[src/rtl/cassette_rec.sv]
// Cassette recorder: decodes the FSK cassette-in stream into bytes and writes each block to
// SDRAM as leader bytes, 0x3C, then data, so the image replays through the player unchanged.
module cassette_rec #(
    parameter int unsigned THRESH       = 559,
    parameter int unsigned MIN_PER      = 150,
    parameter int unsigned TIMEOUT      = 1500,
    parameter int unsigned LEADER_BYTES = 2
) (
    input  logic        clk,
    input  logic        reset_n,
    input  logic        Q,
    input  logic        en,
    input  logic        record,
    input  logic        din,
    output logic [24:0] sdram_addr,
    output logic [7:0]  sdram_wdata,
    output logic        sdram_wr,
    output logic [2:0]  status
);

    localparam logic [10:0] ThreshC   = 11'(THRESH);
    localparam logic [10:0] MinPerC   = 11'(MIN_PER);
    localparam logic [10:0] TimeoutC  = 11'(TIMEOUT);
    localparam logic [7:0]  LeadLastC = 8'(LEADER_BYTES - 1);

    typedef enum logic [2:0] {
        StIdle  = 3'd0,
        StHunt  = 3'd1,
        StLead  = 3'd2,
        StSyncb = 3'd3,
        StData  = 3'd4
    } state_t;

    state_t      state;
    logic        din_s1, din_s2, din_last, q_last, rec_last;
    logic [10:0] cnt, cnt_inc;
    logic [7:0]  shreg, shreg_nx, pend_data, lead_cnt;
    logic        prev_bit, leader_seen, pend_valid;
    logic [4:0]  alt;
    logic [2:0]  bit_cnt;
    logic        tick, meter_on, din_rise, bit_ok, bit_val, lost;

    // cnt_inc is the period as seen on this tick, counting the tick itself.
    always_comb begin
        tick     = Q & ~q_last & en;
        meter_on = (state != StIdle);
        din_rise = din_s2 & ~din_last;
        cnt_inc  = (cnt == TimeoutC) ? cnt : cnt + 11'd1;
        bit_ok   = meter_on & din_rise & (cnt_inc >= MinPerC) & (cnt_inc < TimeoutC);
        bit_val  = (cnt_inc < ThreshC);
        shreg_nx = {bit_val, shreg[7:1]};
        lost     = meter_on & (cnt_inc == TimeoutC) & (cnt != TimeoutC);
    end

    assign status = state;

    always_ff @(posedge clk or negedge reset_n) begin
        if (!reset_n) begin
            state       <= StIdle;
            din_s1      <= 1'b0;
            din_s2      <= 1'b0;
            din_last    <= 1'b0;
            q_last      <= 1'b0;
            rec_last    <= 1'b0;
            cnt         <= '0;
            shreg       <= '0;
            pend_data   <= '0;
            lead_cnt    <= '0;
            prev_bit    <= 1'b0;
            leader_seen <= 1'b0;
            pend_valid  <= 1'b0;
            alt         <= '0;
            bit_cnt     <= '0;
            sdram_addr  <= '0;
            sdram_wdata <= '0;
            sdram_wr    <= 1'b0;
        end else begin
            din_s1 <= din;
            din_s2 <= din_s1;
            q_last <= Q;
            if (tick) begin
                din_last <= din_s2;
                rec_last <= record;
                if (!record) begin
                    state      <= StIdle;
                    sdram_wr   <= 1'b0;
                    pend_valid <= 1'b0;
                end else if (!rec_last) begin
                    state       <= StHunt;
                    sdram_addr  <= '0;
                    sdram_wr    <= 1'b0;
                    cnt         <= '0;
                    shreg       <= '0;
                    prev_bit    <= 1'b0;
                    alt         <= '0;
                    leader_seen <= 1'b0;
                    bit_cnt     <= '0;
                    lead_cnt    <= '0;
                    pend_valid  <= 1'b0;
                end else if (meter_on) begin
                    if (din_rise && cnt_inc >= MinPerC) cnt <= '0;
                    else cnt <= cnt_inc;
                    if (bit_ok) begin
                        shreg    <= shreg_nx;
                        prev_bit <= bit_val;
                    end
                    // A write strobe always lasts one tick; the address advances as it falls.
                    if (sdram_wr) begin
                        sdram_wr   <= 1'b0;
                        sdram_addr <= sdram_addr + 25'd1;
                    end
                    if (state == StHunt) begin
                        if (!sdram_wr && pend_valid) begin
                            sdram_wr    <= 1'b1;
                            sdram_wdata <= pend_data;
                            pend_valid  <= 1'b0;
                        end
                        if (lost) begin
                            alt         <= '0;
                            leader_seen <= 1'b0;
                        end else if (bit_ok) begin
                            if (bit_val != prev_bit) begin
                                if (alt != 5'd16) alt <= alt + 5'd1;
                                if (alt >= 5'd15) leader_seen <= 1'b1;
                            end else begin
                                alt <= '0;
                            end
                            if (leader_seen && shreg_nx == 8'h3C) begin
                                state       <= (LEADER_BYTES == 0) ? StSyncb : StLead;
                                bit_cnt     <= '0;
                                lead_cnt    <= '0;
                                alt         <= '0;
                                leader_seen <= 1'b0;
                            end
                        end
                    end else if (lost) begin
                        state       <= StHunt;
                        bit_cnt     <= '0;
                        alt         <= '0;
                        leader_seen <= 1'b0;
                    end else begin
                        unique case (state)
                            StLead: begin
                                if (sdram_wr) begin
                                    lead_cnt <= lead_cnt + 8'd1;
                                    if (lead_cnt == LeadLastC) state <= StSyncb;
                                end else begin
                                    sdram_wr    <= 1'b1;
                                    sdram_wdata <= 8'h55;
                                end
                            end
                            StSyncb: begin
                                if (sdram_wr) begin
                                    state <= StData;
                                end else begin
                                    sdram_wr    <= 1'b1;
                                    sdram_wdata <= 8'h3C;
                                end
                            end
                            StData: begin
                                if (!sdram_wr && pend_valid) begin
                                    sdram_wr    <= 1'b1;
                                    sdram_wdata <= pend_data;
                                    pend_valid  <= 1'b0;
                                end
                            end
                            default: ;
                        endcase
                        if (bit_ok) begin
                            bit_cnt <= bit_cnt + 3'd1;
                            if (bit_cnt == 3'd7) begin
                                pend_valid <= 1'b1;
                                pend_data  <= shreg_nx;
                            end
                        end
                    end
                end
            end
        end
    end

endmodule

[config.mk]
export PLATFORM = sky130hd
export DESIGN_NAME = cassette_rec
export DESIGN_NICKNAME = d
export VERILOG_FILES = /design/src/rtl/cassette_rec.sv
export SDC_FILE = /design/constraint.sdc
export NUM_CORES = 1
export LEC_CHECK = 0
export ABC_CLOCK_PERIOD_IN_PS = 5490
export BUFFER_PORTS_ARGS = -buffer_cell sky130_fd_sc_hd__buf_2
export CAP_MARGIN = 20
export CORE_MARGIN = 2
export CORE_UTILIZATION = 25
export CTS_BUF_LIST = sky130_fd_sc_hd__clkbuf_8
export CTS_CLUSTER_SIZE = 12
export DETAILED_ROUTE_END_ITERATION = 10
export PLACE_DENSITY = 0.51
export SYNTH_ARGS = -nofsm -noshare
export SYNTH_HDL_FRONTEND = slang
export SYNTH_SLANG_ARGS = --single-unit
[constraint.sdc]
create_clock -name clk -period 5.49 [get_ports clk]
set_input_delay 1.098 -clock clk [delete_from_list [all_inputs] [get_ports clk]]
set_output_delay 1.098 -clock clk [all_outputs]
set_load 0.1 [all_outputs]
; Word level (Yosys, flattened, before mapping)
; Cells that the tools add are included.
[classes]
n_lt_le_gt_ge = 4
reduce_logical = 19
n_bitwise = 12
eq_ne = 38
add_sub_neg = 5
mux = 83
[ops]
columns = op, count
row1 = 8-bit two-way mux, 17
row2 = 25-bit two-way mux, 3
row3 = 3-bit two-way mux, 19
row4 = 5-bit two-way mux, 9
row5 = 11-bit two-way mux, 4
row6 = 1-bit two-way mux, 28
row7 = 25-bit by 1-bit adder with 25-bit output (second input constant), 1
row8 = 8-bit case mux with 3 select lines, 1
row9 = 8-bit AND reduction, 3
row10 = 11-bit equality test (second input constant), 2
row11 = 6-bit != test (second input constant), 3
row12 = 7-bit AND reduction, 2
row13 = 3-bit != test (second input constant), 4
row14 = 11-bit by 1-bit adder with 11-bit output (second input constant), 1
row15 = 11-bit by 8-bit >= comparator with 1-bit output (second input constant), 1
row16 = 11-bit by 10-bit less-than comparator with 1-bit output (second input constant), 1
row17 = 11-bit less-than comparator (second input constant), 1
row18 = 11-bit != test (second input constant), 1
row19 = 3-bit by 1-bit != test with 1-bit output (second input constant), 3
row20 = 3-bit by 2-bit != test with 1-bit output (second input constant), 3
row21 = 9-bit AND reduction, 1
row22 = 8-bit by 1-bit adder with 8-bit output (second input constant), 1
row23 = 1-bit bitwise AND, 8
row24 = 8-bit by 1-bit equality test with 1-bit output (second input constant), 1
row25 = other kinds (28), 43
[word_totals]
input_bits = 6
ff_bits = 88
output_inout_bits = 37

; Logic depth before layout (Yosys ltp)
[logic_depth]
word_depth = 12
ltp_mapped = 17
ltp_nobuf = 16

; Least setup slack after synthesis
; Ideal clock, no wire load.
[synth_timing]
path_kind = register to register
start = register cnt[0]
end = register lead_cnt[1]
path_buffers = 2
required_ns = 5.365
slack_ns = 1.520
path_stages_with_launch = 15
arrival_ns = 3.845
path_cell_list = dfrtp_1 -> ha_1 -> clkbuf_1 -> clkbuf_1 -> a21oi_1 -> a311oi_1 -> nor3_1 -> o22a_1 -> o311ai_0 -> ha_1 -> nand2_1 -> or4_1 -> a2111oi_4 -> o21ai_2 -> mux2_4
[synth_via]
elab_chain_len = 7
elab_cells_between_ends = 18
classes_between = add/sub: 1 / order compare: 3 / eq/ne: 7 / mux: 1 / bitwise: 4 / reduce/logical: 2
[synth_rtl]
columns = item, line_no
row1 = from (decl), 36  ; logic [10:0] cnt, cnt_inc;
row2 = from (signal assigned), 102  ; else cnt <= cnt_inc;
row3 = 11-bit by 1-bit adder with 11-bit output or 11-bit equality test (tied branches), 48  ; cnt_inc = (cnt == TimeoutC) ? cnt : cnt + 11'd1;
row4 = 11-bit two-way mux, 48
row5 = 11-bit by 10-bit less-than comparator with 1-bit output (tied with other cells), 50  ; bit_val = (cnt_inc < ThreshC);
row6 = 8-bit by 6-bit equality test with 1-bit output (tied with other cells), 128  ; if (leader_seen && shreg_nx == 8'h3C) begin
row7 = 1-bit logical AND (tied with other cells), 128
row8 = 3-bit by 2-bit != test with 1-bit output (no source line) (tied with other cells), --
row9 = 8-bit AND reduction (no source line) (*), --
row10 = to (signal assigned), 145  ; lead_cnt <= lead_cnt + 8'd1;
row11 = to (decl), 37  ; logic [7:0] shreg, shreg_nx, pend_data, lead_cnt;
; Every way passes the cells marked *; elsewhere a longest branch is shown, timed or not.
; A chain may end at the register's enable or synchronous reset.

; Final worst setup path
; Same ends and word-level chain as after synthesis.

==> flow_summary.ini <==
[global_route]
grt_use_total_pct = 12.73
grt_max_degree = 54
grt_first_pass_wirelength_um = 22710
grt_pass1_vias = 4274
antenna_found_initial = 0
grt_overflow = 0

[power]
power_frac_clock_pct = 31.5
p_seq_share_pct = 46.7
leakagePower_nw = 2.592
finalPower_mw = 1.612
peakVddDrop_v = 0.0001206
p_int_mw = 1.041
p_sw_share_pct = 35.39
power_switching_mw = 0.5704
pwr_density_cell_nw_per_um2 = 269.1
comb_power_share_pct = 21.7

[clock_tree]
cts-buffers-inserted = 9
cts_setup_buffers = 0
clock_path_buffers = 2
ctsHoldBuffers = 0
path_clk_slew_ns = 0.09
cts_tree = yes
cts.sinks = 86
ctsResizeCount = 0
htree_num_levels = 3
insertion_delay_ns = 0.38
clock-root-buffer = clkbuf_8

[route]
drc = 0
drt_first_pass_iters = 4
drt_iter0_drc = 343
wl_per_cell_um = 15.14
viasPerCell = 5.034
drt-total-wl_um = 13640
num_vias = 4536
ant_nets = 0

[synth]
syn-num-nets = 607
synth_top_area_share_pct = 40.57
ys_ff_latch = 86
synth_most_common_cell = dfrtp_1
synthesis.area_sq_um = 5305
synth_commonest_cells = dfrtp_1, nand2_1, nor2_1
synthCells = 590
yosysTopAreaCell = dfrtp_1
ys.flop_type = dfrtp_1
seq_area_frac_synth_pct = 40.57
async_flop_share_pct = 100.0
yosysUniqueCellTypes = 73
synth_edf_count = 0
avgSynthCellArea_sq_um = 8.992
ys_warn_count = 0
netlist_top_cells_area = dfrtp_1, nand2_1, nor2_1, nand3_1, a21oi_1

[final_layout]
final_core_util_pct = 28.58
nFillCells = 2264
synthToLayoutAreaGrowth_pct = 12.88
finalNetCount = 638
postLayoutCellArea_sq_um = 5988
diodes = 0
drive_gt1_share_pct = 14.22
instances_no_fill = 901

[die]
ios = 43
dieArea_sq_um = 22400
initial_core_util_pct = 25.32
fp.dieW_um = 149.7
fp-row-count = 53
die_y_um = 149.7
core_area_sq_um = 20960

[critical_path]
required_ns = 5.75
start_kind = flop
critical_path_class = reg2reg
r2r-end = lead_cnt[1]
rr_startpoint = cnt[0]
startpoint = cnt[0]
r2r_setup_slack_ns = 0.87
end_kind = flop
critPathMaxFanout = 20
arrival_ns = 4.88
r2r_cells = 12

[timing]
fin_setup_tns_ns = 0
hold_violations = 0
maxSlewViolCount = 0
fin_worst_skew_ns = 0.01311
worst_slew_pin_slew_ns = 0.8472
max_freq_ghz = 0.2164
rsz0062_at_grt = false
final-setup-viol-count = 0
max_slew_margin_pct = 42.80
post-route-period-util_pct = 84.18
fin_crit_ns = 4.622
fin_hold_ws_ns = 0.3604
worst_slack_ns = 0.8684

[min_path]
min_to = din_s2
holdCritStartpoint = din_s1
min_delay_path_depth = 0
min_path_type = reg2reg

[placement]
portBuffers = 42
routabilityCongestion = 0.8842
pre_cts_ws_ns = 0.9473
dp_cells = 885
place_hpwl_um = 9719
placed_cell_area_sq_um = 5769

[outcome]
outcome = finished, final reports clean

[flow_run]
drv_cap = 0
## critical path, cell delays in order, from the launching register on
cell       delay [ns]
dfrtp_1          0.47
ha_1             0.58
nand4_1          0.26
nor2_1           0.25
o41ai_1          0.09
o22a_1           0.23
o311ai_0         0.72
ha_1             0.27
nand2_1          0.06
or4_1            0.59
a2111oi_4        0.46
o21ai_2          0.19
mux2_4           0.34
## metal layers
layer	GRT usage (%)	part of all wire, %
met2	20.11	46
met4	3.726	1.5
met3	3.262	4.9
met5	0	0
met1	17.16	48
## cells in the final DEF, fill, tap and decap left out, types with 12 or more instances in the layout
cell,count
xor2_1,12
buf_2,41
nand4_1,12
nor2_1,54
nand3_1,31
and3_1,12
o21ai_0,27
inv_1,26
a21oi_1,28
nor3_1,14
dfrtp_1,86
nand2_1,65
## how the worst max path moves through the flow
stage and to:
2_1_floorplan lead_cnt[1], 3_3_place_gp lead_cnt[1], 4_1_cts lead_cnt[1], 3_5_place_dp lead_cnt[1], 6_report lead_cnt[1], 5_1_grt lead_cnt[1]
## state kept, by name (all words and copies together) (netlist names), 3 cells and up
register     flops
cnt             11
shreg            7
alt              5
lead_cnt         8
status           3
sdram_addr      25
sdram_wdata      8
bit_cnt          3
pend_data        8
## power by group through the flow
stage / Combinational (mW) / Clock (mW) / Sequential (mW)
3_5_place_dp: 0.351 / 0 / 0.764
3_3_place_gp: 0.351 / 0 / 0.765
2_1_floorplan: 0.210 / 0 / 0.805
6_report: 0.351 / 0.508 / 0.753
5_1_grt: 0.384 / 0.558 / 0.765
4_1_cts: 0.352 / 0.532 / 0.752
## cell families after synthesis
kind of cell	after synthesis	synth area share, %
mux	24	4.929
fa+ha+maj	11	2.594
compound gates	155	20.94
simple gates	239	22.97
xor+xnor	22	3.632
buf+inv	53	4.363
flops	86	40.57
## area by class of cell
| cell class | instances | area (sq um) | area share, % |
|---|---|---|---|
| Inverter | 25 | 93.84 | 1.567 |
| Sequential cell | 86 | 2152 | 35.94 |
| Multi-Input combinational cell | 451 | 2922 | 48.79 |
| Tap cell | 275 | 344.1 | 5.746 |
| Timing Repair Buffer | 48 | 257.7 | 4.304 |
| Clock inverter | 7 | 95.09 | 1.588 |
| Clock buffer | 9 | 123.9 | 2.069 |
(Power assumes the default switching activity.)
